===== src/rtl/ram_loader_pkg.sv =====
// Shared definitions for the 64-word RAM burst loader: geometry constants and FSM encoding.
package ram_loader_pkg;

    localparam int RAM_DEPTH = 64;
    localparam int DATA_W    = 16;
    localparam int ADDR_W    = 6;

    typedef enum logic [1:0] {
        IDLE  = 2'd0,
        LOAD  = 2'd1,
        FLUSH = 2'd2,
        DONE  = 2'd3
    } state_t;

endpackage


===== src/rtl/ram64_loader.sv =====
// Streams a burst of words into consecutive (wrapping) addresses of a 64-word RAM.
// Handshake: a word transfers on a cycle where s_valid=1 and s_ready=1; s_ready is high only in LOAD.
module ram64_loader
    import ram_loader_pkg::*;
#(
    parameter int DATA_W = ram_loader_pkg::DATA_W,
    parameter int ADDR_W = ram_loader_pkg::ADDR_W
) (
    input  logic              clk,
    input  logic              rst_n,
    input  logic              start,
    input  logic [ADDR_W-1:0] base,
    input  logic [ADDR_W:0]   count,
    input  logic [DATA_W-1:0] s_data,
    input  logic              s_valid,
    output logic              s_ready,
    output logic [DATA_W-1:0] ram_in,
    output logic [ADDR_W-1:0] ram_address,
    output logic              ram_load,
    output logic              busy,
    output logic              done,
    output logic [1:0]        state_dbg
);

    state_t            state_q, state_d;
    logic [ADDR_W-1:0] ptr_q;
    logic [ADDR_W:0]   rem_q;
    logic              xfer;

    assign xfer      = (state_q == LOAD) && s_valid;
    assign s_ready   = (state_q == LOAD);
    assign busy      = (state_q == LOAD) || (state_q == FLUSH);
    assign done      = (state_q == DONE);
    assign state_dbg = state_q;

    always_comb begin
        state_d = state_q;
        case (state_q)
            IDLE: begin
                if (start) begin
                    state_d = (count != '0) ? LOAD : DONE;
                end
            end
            LOAD: begin
                if (xfer && (rem_q == (ADDR_W+1)'(1))) begin
                    state_d = FLUSH;
                end
            end
            FLUSH:   state_d = DONE;
            DONE:    state_d = IDLE;
            default: state_d = IDLE;
        endcase
    end

    always_ff @(posedge clk or negedge rst_n) begin
        if (!rst_n) begin
            state_q <= IDLE;
        end else begin
            state_q <= state_d;
        end
    end

    // Pointer wraps 63 -> 0 through natural ADDR_W-bit overflow.
    always_ff @(posedge clk or negedge rst_n) begin
        if (!rst_n) begin
            ptr_q <= '0;
            rem_q <= '0;
        end else if ((state_q == IDLE) && start && (count != '0)) begin
            ptr_q <= base;
            rem_q <= count;
        end else if (xfer) begin
            ptr_q <= ptr_q + ADDR_W'(1);
            rem_q <= rem_q - (ADDR_W+1)'(1);
        end
    end

    // Write port is registered: one-cycle latency from transfer to ram_load.
    always_ff @(posedge clk or negedge rst_n) begin
        if (!rst_n) begin
            ram_in      <= '0;
            ram_address <= '0;
            ram_load    <= 1'b0;
        end else begin
            ram_load <= xfer;
            if (xfer) begin
                ram_in      <= s_data;
                ram_address <= ptr_q;
            end
        end
    end

endmodule


===== config.mk =====
export PLATFORM = sky130hd
export DESIGN_NAME = ram64_loader
export DESIGN_NICKNAME = d
export VERILOG_FILES = /design/src/rtl/ram_loader_pkg.sv /design/src/rtl/ram64_loader.sv
export SDC_FILE = /design/constraint.sdc
export NUM_CORES = 1
export LEC_CHECK = 0
export CORE_MARGIN = 1.5
export CORE_UTILIZATION = 40
export DETAILED_ROUTE_END_ITERATION = 6
export PLACE_DENSITY_LB_ADDON = 0.1
export SYNTH_ARGS = -nofsm -noshare
export SYNTH_HDL_FRONTEND = slang
export SYNTH_SLANG_ARGS = --single-unit

===== constraint.sdc =====
create_clock -name clk -period 1.9 [get_ports clk]
set_clock_uncertainty 0.15 [all_clocks]
set_input_delay 0.38 -clock clk [delete_from_list [all_inputs] [get_ports clk]]
set_output_delay 0.38 -clock clk [all_outputs]
set_load 0.02 [all_outputs]

==> metrics.txt <==
average vias per placed instance about 4.7; part of the total power dissipated in sequential elements 35.4%; area share of the largest cell type after synthesis 54.8%; DR pass1 iterations 4; buffer count from post-CTS setup fixing 0; number of enable flip-flop cells after synthesis 0; leading cell types by count after synthesis nand2_1 (80), dfrtp_1 (38), o21ai_1 (11); clock tree from TritonCTS built; total global-route track usage between 10% and 20%; highest clock frequency the design can meet 0.543 GHz; area of the mapped netlist between 0.0015 and 0.002 mm²; top_reg_cell synth dfrtp_1; share of total power in the clock network around 14%; Synth cell types 22; Setup crit end kind output pin; clock root cell clkbuf_8; detailed-route via count 1499; required time of the worst setup path 1.37 ns; average cell area after synthesis between 9 and 10 µm²; register area share after synthesis 54.8%; global-route wire length before repair ~6300 µm; fraction of the mapped netlist area in compound gates ~5.6%; cell area power density 1580 mW/mm²; number of DRC violations after detailed-routing iteration 0 93; synthesized-area fraction occupied by adder cells under 10%; row count 23; Remaining Overflow, GRT 0; type of origin of the critical path flip-flop; CP arrival 1.31 ns; Switch Pwr approximately 1.6 mW; largest family of logic cells by synthesized area simple AND/OR/NAND/NOR gates; Layout Nets 306; status complete, no violations; layout cell share with drive strength beyond 1 roughly a tenth; most common cell in the synthesized netlist nand2_1; Sw Ratio between 40% and 50%; count of max-cap constraint violations 0; Die Span Y just under 70 µm; YS warnings 0; r2r setup slk about 0.10 ns; Placed Instances roughly 300; xor and xnor area share after synthesis between 5 and 6%; minimum period implied by the final worst setup slack approximately 1.8 ns; RSZ-0062 raised after global routing no; area added between synthesis and finish 48.3%; endpoints failing setup 0; horizontal die dimension between 60 and 70 µm; clock slew at reported path FFs approximately 0.08 ns; Ports 61; remaining routing DRC violations 0; cell count after synthesis 192; worst hold slack between 0.3 and 0.4 ns; Int Pwr 2.44 mW; combinational group share of total power 50.2%; die outline area about 0.0047 mm²; crit share post-route between 90% and 100%; vias in the first global route 1421; largest net degree at the start of global routing 39; main area contributors after synthesis dfrtp_1 (55%), nand2_1 (17%), ha_1 (5.8%); maximum root-to-sink buffer count 2; CP max FO 3; largest vdd supply drop about 0.75 mV; n_diodes 0; count of placed standard cells in the final layout, fillers left out 316; insertion delay to the later sink of the worst-skew pair 0.29 ns; Finished Core Util 63.0%; floorplan core area a little over 0.004 mm²; measured slew at the worst slew-check pin slightly below 0.5 ns; category of the critical setup timing path flip-flop to output pin; Synth async-reset ratio 100%; synthesis-stage register bit count 38; Sinks on Clock Net 38; Final Hold Viols 0; pins over their slew limit 0; Synth Net Count about 230; share of synthesized area spent on multiplexers 1.73%; final antenna-violating net count 0; hpwl dp roughly 2700 µm; top cell type by total area after synthesis dfrtp_1; total placed instance area 0.00247 mm²; maximum level of the CTS H-tree 2; Final Wtd Congestion approximately 0.73; Worst Hold Class flip-flop to flip-flop; cell area after layout roughly 0.0026 mm²; static leakage power between 1 and 1.5 nW; number of antenna violations at the first check in global routing 0; slew margin rel. roughly two thirds; number of buffers created by CTS 5; total length of routed wires 3770 µm; post-synthesis share of cell area spent on and, or, nand and nor gates 23.3%; routed len/inst between 10 and 15 µm; port buffer count 60; starting utilization of the core area a little over two fifths
==> routing by layer <==
layer / wire length, µm / vias up / track usage [%]
met4: 31 / 0 / 5.15
met5: 0 / - / 0
li1: - / 763 / -
met1: 1820 / 678 / 24.3
met2: 1630 / 55 / 28.1
met3: 283 / 3 / 6.17
==> timing repair <==
action / CTS / global route
endpoints found under the setup margin: 5 / 3
hold buffers: 1 / 0
gates resized for setup: 6 / 2
endpoints found under the hold margin: 31 / 0
==> cell families (layout without fill, tap and decap cells) <==
family	Yosys count	count (layout)
AO/OA/AOI/OAI	18	18
multiplexers	3	3
XOR/XNOR	11	11
AND/OR/NAND/NOR	99	99
adder cells (fa/ha/maj)	8	8
buffers and inverters	15	89
flip-flops	38	38
==> critical path, cell delays in order, from the launching register on <==
cell and delay [ns]:
dfrtp_1 0.38, buf_4 0.15, ha_1 0.18, dlygate4sd2_1 0.31
==> stage by stage <==
stage | worst slack (ns) | power [mW] | TNS (ns)
after floorplan | 0.0237 | 2.63 | 0
after global placement | -0.0583 | 3.53 | -0.440
after detailed placement | -0.0723 | 3.56 | -0.669
after CTS | 0.0278 | 4.12 | 0
after global routing | 0.00297 | 4.44 | 0
final | 0.0593 | 4.07 | 0
==> final cells by class <==
type,instances,area [µm²]
multi-input combinational,139,746
clock buffer,6,82.6
timing repair buffer,74,693
clock inverter,2,12.5
fill,360,1510
inverter,7,26.3
sequential,38,951
tap,50,62.6
==> power by group through the flow <==
stage | combinational (mW) | clock, mW | sequential (mW)
final | 2.04 | 0.584 | 1.44
after global routing | 2.30 | 0.639 | 1.49
after CTS | 2.07 | 0.607 | 1.44
after detailed placement | 2.11 | 0 | 1.45
after global placement | 2.08 | 0 | 1.45
after floorplan | 0.902 | 0 | 1.73
==> worst paths after layout <==
check	startpoint	end	cells past startpoint
worst max-delay path	state_dbg[0]	done	3
worst min-delay path	ram_in[14]	ram_in[14]	2
worst max register to register	rem_q[4]	rem_q[6]	4
worst min register to register	ram_in[14]	ram_in[14]	2
max in group asynchronous	rst_n	ptr_q[1]	3
min in group asynchronous	rst_n	ram_in[6]	3
==> layout by cell type, fill, tap and decap left out <==
master / instances
nor2_1: 4
or4_1: 1
nor4_1: 3
or3_1: 2
mux2i_1: 3
o31ai_2: 1
nor2b_1: 1
xnor2_1: 6
dlygate4sd3_1: 1
buf_2: 1
clkinv_2: 1
ha_4: 1
nand4_1: 3
nand2_1: 80
a31oi_1: 1
o21ai_1: 11
xor2_1: 5
a21oi_1: 2
ha_1: 7
clkbuf_8: 6
buf_4: 13
nand3_1: 4
dlygate4sd2_1: 4
dfrtp_1: 38
o21ai_2: 1
inv_2: 1
o21ai_0: 2
clkinvlp_4: 1
nor3_1: 1
clkbuf_2: 1
inv_1: 6
clkdlybuf4s50_1: 54
==> state kept, by name, indices dropped and copies added, names as in the netlist <==
name / flops
ram_in: 16
rem_q: 7
ptr_q: 6
ram_address: 6
state_dbg: 2
ram_load: 1
(Power assumes the default switching activity.)
